--- config.mk ---
export PLATFORM = sky130hd
export DESIGN_NAME = hazard_unit_sb_flat
export DESIGN_NICKNAME = d
export VERILOG_FILES = /design/src/rtl/hazard_unit_sb_if.sv /design/src/rtl/hazard_unit_sb.sv /design/src/flat_wrapper.sv
export SDC_FILE = /design/constraint.sdc
export NUM_CORES = 1
export LEC_CHECK = 0
export ABC_AREA = 1
export ABC_CLOCK_PERIOD_IN_PS = 2500
export CAP_MARGIN = 25
export CORE_UTILIZATION = 36
export CTS_BUF_LIST = sky130_fd_sc_hd__clkbuf_4
export DETAILED_ROUTE_END_ITERATION = 12
export GPL_TIMING_DRIVEN = 0
export PLACE_DENSITY = 0.6
export SLEW_MARGIN = 10
export SYNTH_ARGS = -nofsm -noshare
export SYNTH_HDL_FRONTEND = slang
export SYNTH_SLANG_ARGS = --single-unit
--- constraint.sdc ---
create_clock -name clk -period 2.5 [get_ports clk]
set_input_delay 0.375 -clock clk [delete_from_list [all_inputs] [get_ports clk]]
set_output_delay 0.375 -clock clk [all_outputs]
set_load 0.02 [all_outputs]
--- src/rtl/hazard_unit_sb_if.sv ---
// Control/status bundle between the 5-stage pipeline and hazard_unit_sb.
// The pipeline side is the master; the hazard unit is the slave.
interface hazard_unit_sb_if #(
    parameter int REG_AW = 5
);
    logic              CpuRst;
    logic              ICacheMiss;
    logic              DCacheMiss;
    logic              BranchE;
    logic              BranchPredictedE;
    logic              JalrE;
    logic              JalD;
    logic [REG_AW-1:0] Rs1D;
    logic [REG_AW-1:0] Rs2D;
    logic [REG_AW-1:0] RdD;
    logic [1:0]        RegReadD;
    logic              RegWriteD;
    logic [REG_AW-1:0] Rs1E;
    logic [REG_AW-1:0] Rs2E;
    logic [REG_AW-1:0] RdE;
    logic [1:0]        RegReadE;
    logic              MemToRegE;
    logic              MduStartE;
    logic [REG_AW-1:0] RdM;
    logic [REG_AW-1:0] RdW;
    logic              RegWriteM;
    logic              RegWriteW;

    logic              StallF, FlushF, StallD, FlushD, StallE;
    logic              FlushE, StallM, FlushM, StallW, FlushW;
    logic [1:0]        Forward1E;
    logic [1:0]        Forward2E;
    logic              MduWbEn;
    logic [REG_AW-1:0] MduWbRd;
    logic              MduBusy;

    modport master (
        output CpuRst, ICacheMiss, DCacheMiss, BranchE, BranchPredictedE, JalrE, JalD,
               Rs1D, Rs2D, RdD, RegReadD, RegWriteD, Rs1E, Rs2E, RdE, RegReadE,
               MemToRegE, MduStartE, RdM, RdW, RegWriteM, RegWriteW,
        input  StallF, FlushF, StallD, FlushD, StallE, FlushE, StallM, FlushM,
               StallW, FlushW, Forward1E, Forward2E, MduWbEn, MduWbRd, MduBusy
    );

    modport slave (
        input  CpuRst, ICacheMiss, DCacheMiss, BranchE, BranchPredictedE, JalrE, JalD,
               Rs1D, Rs2D, RdD, RegReadD, RegWriteD, Rs1E, Rs2E, RdE, RegReadE,
               MemToRegE, MduStartE, RdM, RdW, RegWriteM, RegWriteW,
        output StallF, FlushF, StallD, FlushD, StallE, FlushE, StallM, FlushM,
               StallW, FlushW, Forward1E, Forward2E, MduWbEn, MduWbRd, MduBusy
    );
endinterface

--- src/rtl/hazard_unit_sb.sv ---
// Hazard unit for the 5-stage RV32I core: forwarding, stalls/flushes, a per-register
// scoreboard and the writeback sequencer for a single multi-cycle MUL/DIV unit.
module hazard_unit_sb #(
    parameter int REG_AW    = 5,
    parameter int MDU_LAT   = 4,
    parameter int RF_WPORTS = 1
) (
    input  logic            clk,
    input  logic            rst,
    hazard_unit_sb_if.slave hif
);
    localparam int NREG = 2 ** REG_AW;

    typedef enum logic [1:0] {IDLE, RUN, WB} mduState_t;

    mduState_t         state;
    logic [3:0]        mduCnt;
    logic [REG_AW-1:0] mduRdQ;
    logic [NREG-1:0]   sb;

    logic       useRs1D, useRs2D;
    logic       frozen, mispredict, mduStruct, loadUse, sbHit;
    logic       portConflict, wbFire, issue;
    logic [9:0] ctrl;

    always_comb begin
        useRs1D      = hif.RegReadD[1];
        useRs2D      = hif.RegReadD[0];
        frozen       = hif.ICacheMiss | hif.DCacheMiss;
        mispredict   = (hif.BranchE ^ hif.BranchPredictedE) | hif.JalrE;
        mduStruct    = hif.MduStartE & (state != IDLE);
        loadUse      = hif.MemToRegE & (hif.RdE != '0) &
                       ((useRs1D & (hif.Rs1D == hif.RdE)) | (useRs2D & (hif.Rs2D == hif.RdE)));
        sbHit        = (useRs1D & sb[hif.Rs1D]) | (useRs2D & sb[hif.Rs2D]) |
                       (hif.RegWriteD & sb[hif.RdD]);
        portConflict = (RF_WPORTS == 1) && hif.RegWriteW && (hif.RdW != '0);
        wbFire       = (state == WB) & ~frozen & ~hif.CpuRst & ~portConflict;
        issue        = (state == IDLE) & hif.MduStartE & ~hif.CpuRst & ~frozen & ~mispredict;
    end

    // Priority-ordered control rows; the bit order is {StallF,FlushF,...,StallW,FlushW}.
    always_comb begin
        ctrl = 10'b0000000000;
        if (rst || hif.CpuRst) ctrl = 10'b0101010101;
        else if (frozen)       ctrl = 10'b1010101010;
        else if (mispredict)   ctrl = 10'b0001010000;
        else if (mduStruct)    ctrl = 10'b1010100100;
        else if (loadUse)      ctrl = 10'b1010010000;
        else if (sbHit)        ctrl = 10'b1010010000;
        else if (hif.JalD)     ctrl = 10'b0001000000;
    end

    assign {hif.StallF, hif.FlushF, hif.StallD, hif.FlushD, hif.StallE,
            hif.FlushE, hif.StallM, hif.FlushM, hif.StallW, hif.FlushW} = ctrl;

    // M result takes precedence over W; x0 is never forwarded.
    always_comb begin
        hif.Forward1E = 2'b00;
        hif.Forward2E = 2'b00;
        if (!rst) begin
            if (hif.RegReadE[1] && hif.RegWriteM && hif.RdM != '0 && hif.RdM == hif.Rs1E)
                hif.Forward1E = 2'b10;
            else if (hif.RegReadE[1] && hif.RegWriteW && hif.RdW != '0 && hif.RdW == hif.Rs1E)
                hif.Forward1E = 2'b01;
            if (hif.RegReadE[0] && hif.RegWriteM && hif.RdM != '0 && hif.RdM == hif.Rs2E)
                hif.Forward2E = 2'b10;
            else if (hif.RegReadE[0] && hif.RegWriteW && hif.RdW != '0 && hif.RdW == hif.Rs2E)
                hif.Forward2E = 2'b01;
        end
    end

    assign hif.MduWbEn = wbFire & ~rst;
    assign hif.MduWbRd = mduRdQ;
    assign hif.MduBusy = (state != IDLE) & ~rst;

    // An in-flight MDU op survives mispredicts; only reset or CpuRst cancel it.
    always_ff @(posedge clk or posedge rst) begin
        if (rst) begin
            state  <= IDLE;
            mduCnt <= 4'd0;
            mduRdQ <= '0;
            sb     <= '0;
        end else if (hif.CpuRst) begin
            state  <= IDLE;
            mduCnt <= 4'd0;
            mduRdQ <= '0;
            sb     <= '0;
        end else begin
            case (state)
                IDLE: begin
                    if (issue) begin
                        state  <= RUN;
                        mduCnt <= 4'(MDU_LAT - 1);
                        mduRdQ <= hif.RdE;
                        if (hif.RdE != '0) sb[hif.RdE] <= 1'b1;
                    end
                end
                RUN: begin
                    if (!frozen) begin
                        if (mduCnt == 4'd1) begin
                            state  <= WB;
                            mduCnt <= 4'd0;
                        end else begin
                            mduCnt <= mduCnt - 4'd1;
                        end
                    end
                end
                WB: begin
                    if (wbFire) begin
                        sb[mduRdQ] <= 1'b0;
                        state      <= IDLE;
                    end
                end
                default: state <= IDLE;
            endcase
        end
    end
endmodule

--- src/flat_wrapper.sv ---
// flat-port wrapper written by rule: the top's interface ports become plain ports
module hazard_unit_sb_flat 
#(
    parameter int REG_AW    = 5,
    parameter int MDU_LAT   = 4,
    parameter int RF_WPORTS = 1
)
  (clk, rst, hif_CpuRst, hif_ICacheMiss, hif_DCacheMiss, hif_BranchE, hif_BranchPredictedE, hif_JalrE, hif_JalD, hif_Rs1D, hif_Rs2D, hif_RdD, hif_RegReadD, hif_RegWriteD, hif_Rs1E, hif_Rs2E, hif_RdE, hif_RegReadE, hif_MemToRegE, hif_MduStartE, hif_RdM, hif_RdW, hif_RegWriteM, hif_RegWriteW, hif_StallF, hif_FlushF, hif_StallD, hif_FlushD, hif_StallE, hif_FlushE, hif_StallM, hif_FlushM, hif_StallW, hif_FlushW, hif_Forward1E, hif_Forward2E, hif_MduWbEn, hif_MduWbRd, hif_MduBusy);
  hazard_unit_sb_if #(.REG_AW(REG_AW)) hif_i ();
  input  logic clk;
  input  logic rst;
  input wire logic [$bits(hif_i.CpuRst)-1:0] hif_CpuRst;
  input wire logic [$bits(hif_i.ICacheMiss)-1:0] hif_ICacheMiss;
  input wire logic [$bits(hif_i.DCacheMiss)-1:0] hif_DCacheMiss;
  input wire logic [$bits(hif_i.BranchE)-1:0] hif_BranchE;
  input wire logic [$bits(hif_i.BranchPredictedE)-1:0] hif_BranchPredictedE;
  input wire logic [$bits(hif_i.JalrE)-1:0] hif_JalrE;
  input wire logic [$bits(hif_i.JalD)-1:0] hif_JalD;
  input wire logic [$bits(hif_i.Rs1D)-1:0] hif_Rs1D;
  input wire logic [$bits(hif_i.Rs2D)-1:0] hif_Rs2D;
  input wire logic [$bits(hif_i.RdD)-1:0] hif_RdD;
  input wire logic [$bits(hif_i.RegReadD)-1:0] hif_RegReadD;
  input wire logic [$bits(hif_i.RegWriteD)-1:0] hif_RegWriteD;
  input wire logic [$bits(hif_i.Rs1E)-1:0] hif_Rs1E;
  input wire logic [$bits(hif_i.Rs2E)-1:0] hif_Rs2E;
  input wire logic [$bits(hif_i.RdE)-1:0] hif_RdE;
  input wire logic [$bits(hif_i.RegReadE)-1:0] hif_RegReadE;
  input wire logic [$bits(hif_i.MemToRegE)-1:0] hif_MemToRegE;
  input wire logic [$bits(hif_i.MduStartE)-1:0] hif_MduStartE;
  input wire logic [$bits(hif_i.RdM)-1:0] hif_RdM;
  input wire logic [$bits(hif_i.RdW)-1:0] hif_RdW;
  input wire logic [$bits(hif_i.RegWriteM)-1:0] hif_RegWriteM;
  input wire logic [$bits(hif_i.RegWriteW)-1:0] hif_RegWriteW;
  output wire logic [$bits(hif_i.StallF)-1:0] hif_StallF;
  output wire logic [$bits(hif_i.FlushF)-1:0] hif_FlushF;
  output wire logic [$bits(hif_i.StallD)-1:0] hif_StallD;
  output wire logic [$bits(hif_i.FlushD)-1:0] hif_FlushD;
  output wire logic [$bits(hif_i.StallE)-1:0] hif_StallE;
  output wire logic [$bits(hif_i.FlushE)-1:0] hif_FlushE;
  output wire logic [$bits(hif_i.StallM)-1:0] hif_StallM;
  output wire logic [$bits(hif_i.FlushM)-1:0] hif_FlushM;
  output wire logic [$bits(hif_i.StallW)-1:0] hif_StallW;
  output wire logic [$bits(hif_i.FlushW)-1:0] hif_FlushW;
  output wire logic [$bits(hif_i.Forward1E)-1:0] hif_Forward1E;
  output wire logic [$bits(hif_i.Forward2E)-1:0] hif_Forward2E;
  output wire logic [$bits(hif_i.MduWbEn)-1:0] hif_MduWbEn;
  output wire logic [$bits(hif_i.MduWbRd)-1:0] hif_MduWbRd;
  output wire logic [$bits(hif_i.MduBusy)-1:0] hif_MduBusy;
  assign hif_i.CpuRst = hif_CpuRst;
  assign hif_i.ICacheMiss = hif_ICacheMiss;
  assign hif_i.DCacheMiss = hif_DCacheMiss;
  assign hif_i.BranchE = hif_BranchE;
  assign hif_i.BranchPredictedE = hif_BranchPredictedE;
  assign hif_i.JalrE = hif_JalrE;
  assign hif_i.JalD = hif_JalD;
  assign hif_i.Rs1D = hif_Rs1D;
  assign hif_i.Rs2D = hif_Rs2D;
  assign hif_i.RdD = hif_RdD;
  assign hif_i.RegReadD = hif_RegReadD;
  assign hif_i.RegWriteD = hif_RegWriteD;
  assign hif_i.Rs1E = hif_Rs1E;
  assign hif_i.Rs2E = hif_Rs2E;
  assign hif_i.RdE = hif_RdE;
  assign hif_i.RegReadE = hif_RegReadE;
  assign hif_i.MemToRegE = hif_MemToRegE;
  assign hif_i.MduStartE = hif_MduStartE;
  assign hif_i.RdM = hif_RdM;
  assign hif_i.RdW = hif_RdW;
  assign hif_i.RegWriteM = hif_RegWriteM;
  assign hif_i.RegWriteW = hif_RegWriteW;
  assign hif_StallF = hif_i.StallF;
  assign hif_FlushF = hif_i.FlushF;
  assign hif_StallD = hif_i.StallD;
  assign hif_FlushD = hif_i.FlushD;
  assign hif_StallE = hif_i.StallE;
  assign hif_FlushE = hif_i.FlushE;
  assign hif_StallM = hif_i.StallM;
  assign hif_FlushM = hif_i.FlushM;
  assign hif_StallW = hif_i.StallW;
  assign hif_FlushW = hif_i.FlushW;
  assign hif_Forward1E = hif_i.Forward1E;
  assign hif_Forward2E = hif_i.Forward2E;
  assign hif_MduWbEn = hif_i.MduWbEn;
  assign hif_MduWbRd = hif_i.MduWbRd;
  assign hif_MduBusy = hif_i.MduBusy;
  hazard_unit_sb #(.REG_AW(REG_AW), .MDU_LAT(MDU_LAT), .RF_WPORTS(RF_WPORTS)) u_core (.clk(clk), .rst(rst), .hif(hif_i));
endmodule
* After elaboration in Yosys (flattened, before gate mapping)
Index checks and enable logic that the tools add are counted.
Cells by class: div/mod/pow operators 0, bitwise operators 31, multiply operators 0, $add $sub $neg 1, shifts and indexed selects 0, equal/unequal tests 14, muxes and demuxes 42, reduce and logical (&&, ||, !) cells 29, magnitude comparators 7
Operators by type and width (count):
- 2-to-1 mux 32 bit | 4
- case mux 32 bit (2 select lines) | 1
- 2-to-1 mux 10 bit | 6
- AND 32 bit | 1
- inverter 32 bit | 1
- bitwise OR 32 bit | 1
- == test 5 bit | 6
- less-than comparator 5 x 6 -> 1 bit, second input constant | 5
- 2-to-1 mux 2 bit | 9
- AND 1 bit | 17
- 2-to-1 mux 4 bit | 4
- binary-select mux 1 bit (select 5 bit) | 3
- logical AND 1 bit | 15
- 2-to-1 mux 5 bit | 3
- nonzero test 5 bit | 3
- inequality test 3 x 2 -> 1 bit, second input constant | 4
- demux 1 bit (select 5 bit) | 2
- greater-or-equal comparator 5 x 1 -> 1 bit, second input constant | 2
- case mux 4 bit (2 select lines) | 1
- AND reduction 4 bit | 2
- 2-to-1 mux 1 bit | 7
- 2-to-1 mux 7 bit | 1
- case mux 2 bit (3 select lines) | 1
- nonzero test 2 bit | 3
- 13 further kinds | 22
Word-level totals: bits in writable memories 0, latch bits 0, memories 0, word-level logic and storage cells 128, output and inout bits 21, memory bits (read-only) 0, register bits 43, bits of input ports 58

* Logic depth before layout (Yosys ltp)
word-level depth 11, gate-level depth with buffers 14, mapped depth without buffers 12

* Least setup slack after synthesis
OpenSTA, ideal clock, no wires.
path type input to output, start in rst, end out hif_Forward2E[0], stages on the path 3, setup slack -142 ps, required time 2125 ps, buffers on the path 0, arrival 2267 ps, cells stage by stage inv_1 o211ai_1 nor4_1
On the way: cells in the longest elaborated chain, start to end 1
Ends and longest elaborated chain:
- start: declaration | line flat_wrapper.sv:11 | input logic rst;
- 2-to-1 mux 2 bit | line hazard_unit_sb.sv:60 | if (!rst) begin
- end: declaration | line flat_wrapper.sv:45 | output wire logic [$bits(hif_i.Forward2E)-1:0] hif_Forward2E;
Every way passes these cells.

* Worst setup path after layout
start reg u_core.sb[2], end out hif_StallD
On the way: cells in the longest elaborated chain, start to end 11, elaborated cells between the ends (all ways) 17, those cells by class 12 x mux; 5 x bitwise
Ends and longest elaborated chain:
- start: declaration | line hazard_unit_sb.sv:19 | logic [NREG-1:0] sb;
- start signal: assignment | line hazard_unit_sb.sv:82 | sb <= '0;
- start signal: assignment | line hazard_unit_sb.sv:87 | sb <= '0;
- start signal: indexed assignment | line hazard_unit_sb.sv:95 | if (hif.RdE != '0) sb[hif.RdE] <= 1'b1;
- binary-select mux 1 bit (select 5 bit) | line hazard_unit_sb.sv:34 | sbHit = (useRs1D & sb[hif.Rs1D]) | (useRs2D & sb[hif.Rs2D]) |
- 2-to-1 mux 1 bit (implied by the code) | line hazard_unit_sb.sv:34
- AND 1 bit | line hazard_unit_sb.sv:34
- bitwise OR 1 bit | line hazard_unit_sb.sv:34
- bitwise OR 1 bit * | line hazard_unit_sb.sv:34
- 2-to-1 mux 10 bit * | line hazard_unit_sb.sv:49 | else if (sbHit) ctrl = 10'b1010010000;
- 2-to-1 mux 10 bit * | line hazard_unit_sb.sv:48 | else if (loadUse) ctrl = 10'b1010010000;
- 2-to-1 mux 10 bit * | line hazard_unit_sb.sv:47 | else if (mduStruct) ctrl = 10'b1010100100;
- 2-to-1 mux 10 bit * | line hazard_unit_sb.sv:46 | else if (mispredict) ctrl = 10'b0001010000;
- 2-to-1 mux 10 bit * | line hazard_unit_sb.sv:45 | else if (frozen) ctrl = 10'b1010101010;
- 2-to-1 mux 10 bit * | line hazard_unit_sb.sv:44 | if (rst || hif.CpuRst) ctrl = 10'b0101010101;
- end: declaration | line flat_wrapper.sv:36 | output wire logic [$bits(hif_i.StallD)-1:0] hif_StallD;
Mark *: on every way between the ends. The rest lies on a longest branch, timed or not. The select of a mux whose other input is x is not followed.

==> impl_results.md <==
- Data arrival, critical path: 2.06 ns
- YS warnings: 0
- Switching share of total power: 0.4894
- Relative slew slack: 0.6037
- Min Tclk post-route: 2.439 ns
- Initial antenna violation count: 1
- Net Count, Synth: 797
- Final instance area: 5695 µm²
- Hold Fails Final Rpt: 0
- Initial cell density of the core: 0.3713
- Yosys top cell by area: dfrtp_1
- Area of the mapped netlist: 4497 µm²
- First-pass GRT wire length: 26.34 mm
- Synth cell types: 36
- Critical path endpoint category: output port
- Worst hold-check path type: in -> reg
- Vias post-DR: 5559
- Ys async rst share: 1.000
- Port Buffer Count: 67
- Gr ovfl total: 0
- Register cell area after layout: 1116 µm²
- Max_cap viols: 0
- Crit path required time: 2.12 ns
- CTS Buf Count: 5
- Die Y: 113.8 µm
- GR Util All Layers: 0.2614
- Vias in the first global route: 5181
- CTS tree: done
- Leak: 2.357 nW
- Final Skew: 0.01485 ns
- Drt initial violations: 503
- RePlAce Congestion: 0.9941
- Routed Antenna Nets: 0
- Top cell type's share of synthesized area: 0.2393
- Power Dens Cells: 529.6 nW/µm²
- Clock Latency Late Sink: 0.39 ns
- Startpoint types: register
- Hpwl dp: 12.35 mm
- Yosys reg bits: 43
- VDD IR-drop max: 0.2831 mV
- Peak Freq: 409.9 MHz
- CTS Sinks: 43
- H-tree level count: 2
- Critical path class: reg -> out
- Top cell by count, worst path: nand2_1
- Setup TNS Final: 0 ns
- Fill cells: 1279
- Total wire length: 16.76 mm
- Critical path fanouts, max: 6
- CTS Hold Buffers Added: 0
- Power share of the clock group: 0.125
- Post-DR wirelength/cell: 16.71 µm
- CP max-delay cell: dfrtp_2
- Least-Margin Pin Slew: 0.5912 ns
- IO Count: 79
- Outcome: finished, final reports clean
- Post-Syn Area per Cell: 6.102 µm²
- Fin. max-slew vios: 0
- Drt drc: 0
- Power Internal: 0.001540 W
- Maximum clock insertion buffer count: 2
- Seq/Total Area, Yosys: 0.2393
- Dpl cell area: 5381 µm²
- Largest net degree at the start of global routing: 24
- Most frequent cell after synthesis: nand2_1
- Synth top cells by count: nand2_1, o21ai_0, nand3_1
- Multi-input combinational cell area: 3000 µm²
- Nets: 893
- Net Sw Power: 0.001476 W
- Die Footprint: 12940 µm²
- RSZ-0062 raised after global routing: true
- # rows: 40
- Vias per inst: 5.542
- Count of flip-flops with a built-in enable after synthesis: 0
- Most used DFF post-synth: dfrtp_1
- Die X: 113.8 µm
- Synth-to-Final Area Change: 26.66%
- Syn Inst Count: 737
- Clk slew on worst S/H paths: 0.15 ns
- Flop pwr share: 0.336
- Synth area leaders: dfrtp_1, nand2_1, o21ai_0, nand3_1, o21ai_2
- CP max stage delay: 0.51 ns
- Clock Tree Root: clkbuf_4
- Finish-stage setup viols: 0
- Tcrit/Tclk final: 0.9758
- Core Area: 12110 µm²
- Comb power frac: 0.538
- First drt pass iteration count: 5
- Worst path cell trace: nand2_1 > nand3_1 > nand3_1 > nand2_1 > nand2_1 > nand3b_1 > nand3_2 > nand2_2 > o21ai_1 > nand2_1 > buf_4 > clkbuf_2
- Layout cells sized above 1: 0.2302
- Flop2flop setup slack: 0.69 ns
[cell type report]
class,instances,area share
inverters,62,0.04240
diodes,1,0.0004394
clock buffers,5,0.006591
well taps,168,0.03691
repair buffers,87,0.1424
flip-flops and latches,43,0.1960
repair inverters,2,0.002197
multi-input cells,595,0.5268
plain buffers,37,0.04284
clock inverters,3,0.003515
[worst max-delay path, delay by kind of cell (launching register included)]
kind | cells | cell delay (ns)
simple gates | 9 | 0.75
buf+inv | 2 | 0.28
flops | 1 | 0.51
compound gates | 1 | 0.11
[sequential cells by signal (all words and copies together), names as in the netlist]
name                cells
u_core.sb              32
u_core.hif.MduWbRd      5
u_core.mduCnt           4
u_core.state            2
[cell usage in the layout, fill, tap and decap left out, types with 2 or more instances in the layout]
cell             instances
nand2_1                197
o21ai_0                111
nand3_1                 95
nor2_1                  58
clkdlybuf4s50_1         51
inv_1                   48
nand2_2                 38
o21ai_2                 32
dfrtp_2                 32
buf_4                   27
buf_2                   13
dfrtp_1                 11
inv_2                   10
buf_6                    9
clkbuf_1                 9
o22ai_1                  9
dlygate4sd2_1            9
nor3_1                   8
a21oi_1                  8
nand3_2                  7
clkbuf_4                 6
nor2_2                   4
clkinvlp_4               4
o2111ai_1                4
xnor2_1                  4
clkinv_1                 2
nand4_1                  2
a221oi_1                 2
nor3b_1                  2
ha_1                     2
dlymetal6s2s_1           2
clkbuf_2                 2
[kinds of logic after synthesis]
logic type      after synthesis  synth area share
simple gates                417            0.4093
flops                        43            0.2393
xor+xnor                      5          0.009738
compound gates              171            0.2304
buf+inv                      99            0.1057
fa+ha+maj                     2          0.005564
[worst paths after layout]
kind                       cells after the start             start                to
max in group asynchronous                      2               rst     u_core.sb[11]
min                                            2        hif_CpuRst  u_core.mduCnt[0]
min in group asynchronous                      2               rst     u_core.sb[29]
max                                           12      u_core.sb[2]        hif_StallD
min reg2reg                                    2  u_core.mduCnt[1]  u_core.mduCnt[1]
max reg2reg                                   11   u_core.state[0]     u_core.sb[14]
[routing by layer]
layer	wire, µm	GRT usage
met5	0	0
met1	7222	0.3422
met2	7555	0.4215
met4	580	0.1430
met3	1401	0.02976
[stage by stage]
step                hold slack [ns]  utilization  total power, W  instances  worst slack (ns)
floorplan                    0.3841            -        0.002049        737            0.3132
global placement             0.4713       0.4443        0.002500        972           -0.9933
detailed placement           0.4777       0.4443        0.002539        972            -1.025
CTS                          0.2872       0.4549        0.002944        986          0.006178
global route                 0.3055       0.4702        0.003219       1003          -0.05590
finish                       0.2884       0.4702        0.003016       1003           0.06057
[power groups by stage]
stage | sequential (W) | clock (W) | combinational, W
6_report | 0.00101 | 0.000378 | 0.00162
5_1_grt | 0.00102 | 0.000405 | 0.00179
4_1_cts | 0.00101 | 0.000387 | 0.00154
3_5_place_dp | 0.00102 | 0 | 0.00152
3_3_place_gp | 0.00102 | 0 | 0.00148
2_1_floorplan | 0.000922 | 0 | 0.00113
[timing repair]
action,in CTS,in global routing
cloned,2,0
endpoints found under the setup margin,10,6
pin swaps,0,17
gates resized for setup,48,35
setup buffers,4,16
No activity file was read; power rests on OpenSTA's default activity.
